**src/rtl/fpnew_pkg.sv**
```systemverilog
// FPnew shared types and format helpers used by the conversion opgroup.
// Includes the coarse normalisation step width of the iterative int-to-float cast.
package fpnew_pkg;

    localparam int unsigned NUM_INT_FORMATS = 4;
    localparam int unsigned I2F_COARSE_STEP = 8;

    typedef enum logic [2:0] {
        FP32    = 3'd0,
        FP64    = 3'd1,
        FP16    = 3'd2,
        FP8     = 3'd3,
        FP16ALT = 3'd4
    } fp_format_e;

    typedef enum logic [1:0] {
        INT8  = 2'd0,
        INT16 = 2'd1,
        INT32 = 2'd2,
        INT64 = 2'd3
    } int_format_e;

    typedef logic [0:NUM_INT_FORMATS-1] ifmt_logic_t;

    typedef enum logic [2:0] {
        RNE = 3'b000,
        RTZ = 3'b001,
        RDN = 3'b010,
        RUP = 3'b011,
        RMM = 3'b100,
        ROD = 3'b101,
        DYN = 3'b111
    } roundmode_e;

    typedef struct packed {
        logic NV;
        logic DZ;
        logic OF;
        logic UF;
        logic NX;
    } status_t;

    typedef struct packed {
        int unsigned exp_bits;
        int unsigned man_bits;
    } fp_encoding_t;

    function automatic fp_encoding_t fp_encoding(fp_format_e fmt);
        case (fmt)
            FP64:    return '{11, 52};
            FP16:    return '{5, 10};
            FP8:     return '{5, 2};
            FP16ALT: return '{8, 7};
            default: return '{8, 23};
        endcase
    endfunction

    function automatic int unsigned exp_bits(fp_format_e fmt);
        return fp_encoding(fmt).exp_bits;
    endfunction

    function automatic int unsigned man_bits(fp_format_e fmt);
        return fp_encoding(fmt).man_bits;
    endfunction

    function automatic int unsigned fp_width(fp_format_e fmt);
        return exp_bits(fmt) + man_bits(fmt) + 1;
    endfunction

    function automatic int unsigned bias(fp_format_e fmt);
        return (1 << (exp_bits(fmt) - 1)) - 1;
    endfunction

    function automatic int unsigned int_width(int_format_e ifmt);
        case (ifmt)
            INT8:    return 8;
            INT16:   return 16;
            INT32:   return 32;
            default: return 64;
        endcase
    endfunction

    function automatic int unsigned max_int_width(ifmt_logic_t cfg);
        int unsigned res;
        res = 0;
        for (int unsigned i = 0; i < NUM_INT_FORMATS; i++) begin
            if (cfg[i] && int_width(int_format_e'(i)) > res) res = int_width(int_format_e'(i));
        end
        return res;
    endfunction

endpackage

```
**src/rtl/fpnew_rounding.sv**
```systemverilog
// Rounds a packed {exponent, mantissa} magnitude by one ulp according to the IEEE rounding mode.
module fpnew_rounding import fpnew_pkg::*; #(
    parameter int unsigned AbsWidth = 2
) (
    input  logic [AbsWidth-1:0] abs_value_i,
    input  logic                sign_i,
    input  logic [1:0]          round_sticky_bits_i,
    input  roundmode_e          rnd_mode_i,
    input  logic                effective_subtraction_i,
    output logic [AbsWidth-1:0] abs_rounded_o,
    output logic                sign_o,
    output logic                exact_zero_o
);

    logic round_up;

    always_comb begin
        round_up = 1'b0;
        case (rnd_mode_i)
            RNE: begin
                case (round_sticky_bits_i)
                    2'b10:   round_up = abs_value_i[0];
                    2'b11:   round_up = 1'b1;
                    default: round_up = 1'b0;
                endcase
            end
            RTZ: round_up = 1'b0;
            RDN: round_up = (|round_sticky_bits_i) & sign_i;
            RUP: round_up = (|round_sticky_bits_i) & ~sign_i;
            RMM: round_up = round_sticky_bits_i[1];
            ROD: round_up = ~abs_value_i[0] & (|round_sticky_bits_i);
            default: round_up = 1'b0;
        endcase
    end

    // A carry out of the mantissa field naturally bumps the exponent field.
    assign abs_rounded_o = abs_value_i + AbsWidth'(round_up);
    assign exact_zero_o  = (abs_value_i == '0) && (round_sticky_bits_i == 2'b00);
    assign sign_o        = (exact_zero_o && effective_subtraction_i) ? (rnd_mode_i == RDN) : sign_i;

endmodule

```
**src/rtl/fpnew_i2fcast_iter.sv**
```systemverilog
// Iterative integer-to-float cast: byte-stepping normaliser followed by one rounding cycle.
// Define FPNEW_I2F_HOLD_BYPASS_EN to accept a new operand on the edge a held result is consumed.
module fpnew_i2fcast_iter import fpnew_pkg::*; #(
    parameter fp_format_e   DstFpFormat  = FP32,
    parameter ifmt_logic_t  IntFmtConfig = '1,
    parameter type          TagType      = logic,
    localparam int unsigned SRC_WIDTH    = max_int_width(IntFmtConfig),
    localparam int unsigned DST_WIDTH    = fp_width(DstFpFormat)
) (
    input  logic                 clk_i,
    input  logic                 rst_ni,
    input  logic [SRC_WIDTH-1:0] operands_i,
    input  roundmode_e           rnd_mode_i,
    input  logic                 op_mod_i,
    input  int_format_e          int_fmt_i,
    input  TagType               tag_i,
    input  logic                 in_valid_i,
    output logic                 in_ready_o,
    input  logic                 flush_i,
    output logic [DST_WIDTH-1:0] result_o,
    output status_t              status_o,
    output TagType               tag_o,
    output logic                 out_valid_o,
    input  logic                 out_ready_i,
    output logic                 busy_o
);

    localparam int unsigned EXP_BITS = exp_bits(DstFpFormat);
    localparam int unsigned MAN_BITS = man_bits(DstFpFormat);
    localparam int unsigned BIAS     = bias(DstFpFormat);
    localparam int unsigned EW       = EXP_BITS + 2;
    localparam int unsigned LZ_W     = $clog2(I2F_COARSE_STEP);
    localparam int unsigned PAD_W    = SRC_WIDTH + MAN_BITS + 2;
    localparam int unsigned MAX_EXP  = (1 << EXP_BITS) - 1;

    localparam logic [1:0] IDLE = 2'd0;
    localparam logic [1:0] NORM = 2'd1;
    localparam logic [1:0] HOLD = 2'd2;

    logic [1:0]           state_q, state_d;
    logic                 load;
    logic [SRC_WIDTH-1:0] ext, abs_in, abs_q, abs_norm;
    logic                 fill_bit, sign_in, sign_q;
    logic signed [EW-1:0] exp_q, exp_norm;
    roundmode_e           rnd_q;
    TagType               tag_q;

    logic [I2F_COARSE_STEP-1:0]     top_byte;
    logic                           coarse;
    logic [LZ_W-1:0]                lz;
    logic [PAD_W-1:0]               abs_pad;
    logic [MAN_BITS-1:0]            mantissa;
    logic                           round_bit, sticky;
    logic [EW:0]                    biased_exp;
    logic [EXP_BITS+MAN_BITS-1:0]   rounded;
    logic                           rnd_sign, unused_exact_zero;
    logic                           of, to_inf;
    logic [DST_WIDTH-1:0]           res_fine;
    status_t                        st_fine;

    // Operand extension from the selected integer width to SRC_WIDTH.
    always_comb begin
        int unsigned src_w;
        src_w = int_width(int_fmt_i);
        if (src_w > SRC_WIDTH) src_w = SRC_WIDTH;
        fill_bit = 1'b0;
        ext      = '0;
        for (int unsigned i = 0; i < SRC_WIDTH; i++) begin
            if (i + 1 == src_w) fill_bit = ~op_mod_i & operands_i[i];
        end
        for (int unsigned i = 0; i < SRC_WIDTH; i++) begin
            ext[i] = (i < src_w) ? operands_i[i] : fill_bit;
        end
    end

    assign sign_in = ~op_mod_i & ext[SRC_WIDTH-1];
    assign abs_in  = sign_in ? -ext : ext;

    assign top_byte = abs_q[SRC_WIDTH-1 -: I2F_COARSE_STEP];
    assign coarse   = (abs_q != '0) && (top_byte == '0);

    always_comb begin
        lz = '0;
        for (int unsigned i = 0; i < I2F_COARSE_STEP; i++) begin
            if (top_byte[i]) lz = LZ_W'(I2F_COARSE_STEP - 1 - i);
        end
    end

    assign abs_norm   = abs_q << lz;
    assign exp_norm   = exp_q - EW'(lz);
    assign abs_pad    = {abs_norm, {(MAN_BITS + 2){1'b0}}};
    assign mantissa   = abs_pad[PAD_W-2 -: MAN_BITS];
    assign round_bit  = abs_pad[PAD_W-2-MAN_BITS];
    assign sticky     = |abs_pad[PAD_W-3-MAN_BITS:0];
    // exp_norm is never negative for a non-zero operand, so the biased value is compared unsigned.
    assign biased_exp = {exp_norm[EW-1], exp_norm} + (EW + 1)'(BIAS);

    fpnew_rounding #(
        .AbsWidth (EXP_BITS + MAN_BITS)
    ) i_rounding (
        .abs_value_i             ({biased_exp[EXP_BITS-1:0], mantissa}),
        .sign_i                  (sign_q),
        .round_sticky_bits_i     ({round_bit, sticky}),
        .rnd_mode_i              (rnd_q),
        .effective_subtraction_i (1'b0),
        .abs_rounded_o           (rounded),
        .sign_o                  (rnd_sign),
        .exact_zero_o            (unused_exact_zero)
    );

    assign of = (biased_exp >= (EW + 1)'(MAX_EXP))
              || (rounded[EXP_BITS+MAN_BITS-1 -: EXP_BITS] == '1);

    always_comb begin
        res_fine   = {rnd_sign, rounded};
        st_fine    = '0;
        st_fine.NX = round_bit | sticky;
        case (rnd_q)
            RTZ:     to_inf = 1'b0;
            RDN:     to_inf = sign_q;
            RUP:     to_inf = ~sign_q;
            default: to_inf = 1'b1;
        endcase
        if (abs_q == '0) begin
            res_fine = '0;
            st_fine  = '0;
        end else if (of) begin
            st_fine.OF = 1'b1;
            st_fine.NX = 1'b1;
            res_fine   = to_inf ? {sign_q, {EXP_BITS{1'b1}}, {MAN_BITS{1'b0}}}
                                : {sign_q, {(EXP_BITS - 1){1'b1}}, 1'b0, {MAN_BITS{1'b1}}};
        end
    end

    always_comb begin
        state_d    = state_q;
        load       = 1'b0;
        in_ready_o = 1'b0;
        case (state_q)
            IDLE: begin
                in_ready_o = 1'b1;
                if (in_valid_i) begin
                    load    = 1'b1;
                    state_d = NORM;
                end
            end
            NORM: if (!coarse) state_d = HOLD;
            HOLD: begin
`ifdef FPNEW_I2F_HOLD_BYPASS_EN
                in_ready_o = out_ready_i;
                if (out_ready_i) begin
                    if (in_valid_i) begin
                        load    = 1'b1;
                        state_d = NORM;
                    end else begin
                        state_d = IDLE;
                    end
                end
`else
                if (out_ready_i) state_d = IDLE;
`endif
            end
            default: state_d = IDLE;
        endcase
        if (flush_i) begin
            state_d = IDLE;
            load    = 1'b0;
        end
    end

    always_ff @(posedge clk_i or negedge rst_ni) begin
        if (!rst_ni) begin
            state_q  <= IDLE;
            abs_q    <= '0;
            exp_q    <= '0;
            sign_q   <= 1'b0;
            rnd_q    <= RNE;
            tag_q    <= '0;
            result_o <= '0;
            status_o <= '0;
            tag_o    <= '0;
        end else begin
            state_q <= state_d;
            if (load) begin
                abs_q  <= abs_in;
                exp_q  <= EW'(SRC_WIDTH - 1);
                sign_q <= sign_in;
                rnd_q  <= rnd_mode_i;
                tag_q  <= tag_i;
            end else if (state_q == NORM && !flush_i) begin
                if (coarse) begin
                    abs_q <= abs_q << I2F_COARSE_STEP;
                    exp_q <= exp_q - EW'(I2F_COARSE_STEP);
                end else begin
                    result_o <= res_fine;
                    status_o <= st_fine;
                    tag_o    <= tag_q;
                end
            end
        end
    end

    assign out_valid_o = (state_q == HOLD);
    assign busy_o      = (state_q != IDLE);

endmodule

```
**config.mk**
```make
export PLATFORM = sky130hd
export DESIGN_NAME = fpnew_i2fcast_iter
export DESIGN_NICKNAME = d
export VERILOG_FILES = /design/src/rtl/fpnew_pkg.sv /design/src/rtl/fpnew_rounding.sv /design/src/rtl/fpnew_i2fcast_iter.sv
export SDC_FILE = /design/constraint.sdc
export NUM_CORES = 1
export LEC_CHECK = 0
export BUFFER_PORTS_ARGS = -buffer_cell sky130_fd_sc_hd__buf_4
export CAP_MARGIN = 20
export CORE_ASPECT_RATIO = 1.1
export CORE_MARGIN = 5
export CORE_UTILIZATION = 35
export CTS_CLUSTER_SIZE = 30
export DETAILED_ROUTE_END_ITERATION = 7
export HOLD_SLACK_MARGIN = 0.08
export PLACE_DENSITY = 0.51
export REMOVE_ABC_BUFFERS = 1
export SLEW_MARGIN = 20
export SYNTH_ARGS = -nofsm -noshare
export SYNTH_HDL_FRONTEND = slang
export SYNTH_SLANG_ARGS = --single-unit
```
**constraint.sdc**
```tcl
create_clock -name clk_i -period 12 [get_ports clk_i]
set_clock_uncertainty 0.2 [all_clocks]
set_input_delay 1.2 -clock clk_i [delete_from_list [all_inputs] [get_ports clk_i]]
set_output_delay 1.2 -clock clk_i [all_outputs]
set_load 0.1 [all_outputs]
```
==> impl_metrics.ini <==
[status]
status = completed

[routing]
drtPass1Iterations = 5
wl_um = 29600
vias = 9123
drtIter0Drc = 673
drc = 0
ant_nets = 0
wire_per_inst_um = 18.2
viasPerCell = 5.62

[setup_path]
crit_arrival_ns = 5.98
start_kind = flop
reg2reg_slack_ns = 6.17
critPathMaxFanout = 73
cp-end-kind = flop
criticalPathCategory = reg -> reg
reg2reg_depth = 20
r2r_start = abs_q[61]
cp.required_ns = 12.15
r2r_end = result_o[20]

[synth]
synth_top_area_share_pct = 29.6
async_reset_ff_share_pct = 100
synth_cell_type_count = 79
yosysTopAreaCell = dfrtp_1
yosysMostFrequentCell = nand2_1
synth-edff-count = 0
synth.top_cells.by_count = 120 x nand2_1, 114 x dfrtp_1, 85 x nor2_1
syn_avg_cell_area_um2 = 8.04
ys_warn_count = 0
synthesis.area_um2 = 9650
seq_area_frac_synth_pct = 29.6
ys_ff_latch = 114
ys.flop_type = dfrtp_1
synth.top_cells.by_area = dfrtp_1 30%, a211oi_1 6.0%, mux2i_1 5.6%
netlist_instances = 1201

[floorplan]
dieWidth_um = 168
design.core.area_um2 = 27100
start_util_pct = 35.6
dieArea_um2 = 31000
io_pins = 117
die-height_um = 184
num_rows = 63

[place]
portBuffers = 113
dpl.hpwl_um = 21900
gp_congestion = 0.864
dp_cells = 1591

[timing]
finalCritPeriodShare_pct = 48.6
setup_violations = 0
maxSlewViolCount = 0
min_period_ns = 5.83
worst_pin_slew_ns = 1.03
setup_tns_ns = 0
fmax_mhz = 172
rsz0062_at_grt = no
maxSlewHeadroom_pct = 30.7
final_hold_viol_count = 0

[flow_run]
drv_cap = 0

[power_and_ir_drop]
p_leak_uw = 0.00437
internal_power_uw = 1120
combPwrFrac_pct = 49.0
power_frac_seq_pct = 27.1
p_switching_uw = 1090
ir_drop_uv = 195
powerDensity_nw_per_um2 = 196
swShare_pct = 49.3
p_clk_share_pct = 23.9

[final_layout]
syn_to_final_growth_pct = 16.3
layout-drive-gt1-share_pct = 15.5
diodes = 0
fill_cells = 2827
nNetsFinal = 1339
finalNonFillerCells = 1623

[clocking]
root_buffer = clkbuf_16
post_cts_resized = 0
cts.clk_slew.worst_paths_ns = 0.06
cts_tree = built
clk_latency_ns = 0.42
cts_max_level = 4
clockBufferDepth = 2
cts_hold_buffers = 0
cts_buffers = 17
clock_sinks = 114
cts_setup_buffers = 0

[global_route]
antenna_found_initial = 0
grt_first_pass_wirelength_um = 48500
grt_max_degree = 74
grt-ovfl-total = 0
grtUsageTotal_pct = 18.9
grt_pass1_vias = 9044

[hold_path]
holdPathStages = 2
min_from = result_o[24]
hold_end = result_o[24]
hold_class = reg -> reg
-- worst max-delay path by stage --
stage                   end  slack [ns]  startpoint  depth (start not counted)
4_1_cts        result_o[10]        6.16   abs_q[61]                         20
5_1_grt        result_o[12]        5.62   abs_q[61]                         20
3_3_place_gp    result_o[1]        6.30   abs_q[61]                         20
2_1_floorplan     abs_q[16]        2.16  state_q[1]                          5
3_5_place_dp   result_o[21]        6.17   abs_q[61]                         20
6_report       result_o[20]        6.17   abs_q[61]                         20
-- metal layers --
metal / vias to the layer above / wire, µm / global-route usage [%]
met2: 209 / 13400 / 29.9
met5: - / 0 / 0
met4: 0 / 354 / 4.25
met3: 21 / 1140 / 2.34
li1: 4580 / - / -
met1: 4313 / 14700 / 27.6
-- flip-flops by register name (all words and copies together) (netlist names) --
signal	flops
tag_q	1
sign_q	1
abs_q	64
state_q	2
tag_o	1
result_o	32
status_o	2
exp_q	8
rnd_q	3
-- stage by stage --
stage	setup WS [ns]	instance area, µm²	hold slack, ns	total power, µW	utilization, %
final	6.17	11200	0.267	2200	41.4
after CTS	6.16	11200	0.275	2220	41.4
after global placement	6.30	10600	0.254	1690	39.2
after global routing	5.62	11200	0.298	2330	41.4
after detailed placement	6.17	10600	0.262	1690	39.2
after floorplan	2.16	9210	0.239	1390	-
-- power by group through the flow --
| stage | Combinational, µW | Clock, µW | Sequential, µW |
|---|---|---|---|
| final | 1080 | 526 | 597 |
| after global routing | 1160 | 550 | 616 |
| after CTS | 1080 | 535 | 599 |
| after detailed placement | 1080 | 0 | 605 |
| after global placement | 1080 | 0 | 604 |
| after floorplan | 465 | 0 | 929 |
-- cell families (layout without fill, tap and decap cells) --
| kind of cell | Yosys count | count (layout) | synth area share [%] |
|---|---|---|---|
| adder cells (fa/ha/maj) | 10 | 10 | 1.37 |
| multiplexers | 54 | 54 | 5.60 |
| flip-flops | 114 | 114 | 29.6 |
| AND/OR/NAND/NOR | 435 | 435 | 23.2 |
| AO/OA/AOI/OAI | 364 | 364 | 25.3 |
| buffers and inverters | 123 | 186 | 5.79 |
| XOR/XNOR | 100 | 100 | 9.07 |
| other | 1 | 3 | 0.0389 |
-- area by class of cell --
type / count / area (µm²) / area share (%)
repair buffers: 126 / 946 / 8.43
inverters: 28 / 110 / 0.981
multi-input cells: 966 / 6260 / 55.8
clock buffers: 18 / 439 / 3.91
flip-flops and latches: 114 / 2850 / 25.4
clock inverters: 14 / 166 / 1.48
well taps: 357 / 447 / 3.98
-- placed cells by master (no fill, tap or decap), types with 4 or more instances in the layout --
cell	synthesis	routed
nor3b_1	13	11
a31oi_1	10	10
nand2b_1	5	5
clkbuf_16	0	17
nor3_1	32	32
o22ai_1	32	32
a221o_1	20	20
inv_6	0	7
o31ai_1	11	11
ha_1	9	9
o21a_1	5	5
or4_1	5	5
nor2b_1	11	11
buf_4	8	126
a211oi_1	77	77
o21ai_0	79	79
nand3_1	36	36
o211ai_1	13	13
xor2_1	46	46
nor4_1	40	40
or2_2	8	8
o41ai_1	6	6
nand4_1	10	10
nor2_1	85	84
and2_1	8	8
a211o_1	4	4
dfrtp_1	114	114
a21o_1	5	5
and3_1	29	29
inv_1	24	24
mux2i_1	54	54
nand3b_1	4	4
nand2_1	120	120
xnor2_1	54	54
or3_1	11	11
a21oi_1	69	68
clkinv_4	1	4
-- critical path, stage by stage, from the launching register on --
cell      delay (ns)
dfrtp_1         0.60
nor2b_2         0.13
o21ai_4         0.42
and2_4          0.30
clkinv_4        0.37
a211oi_1        0.37
a21oi_1         0.07
a21o_1          0.24
nor4bb_1        0.25
o21ai_0         0.12
o41ai_1         0.08
ha_1            0.25
ha_1            0.23
inv_1           0.07
or4b_4          0.55
nor4_4          0.33
nand3_1         0.14
xor2_1          0.19
a21o_4          0.25
nor2_4          0.36
a221o_1         0.22
Power figures use the tool's default switching activity.
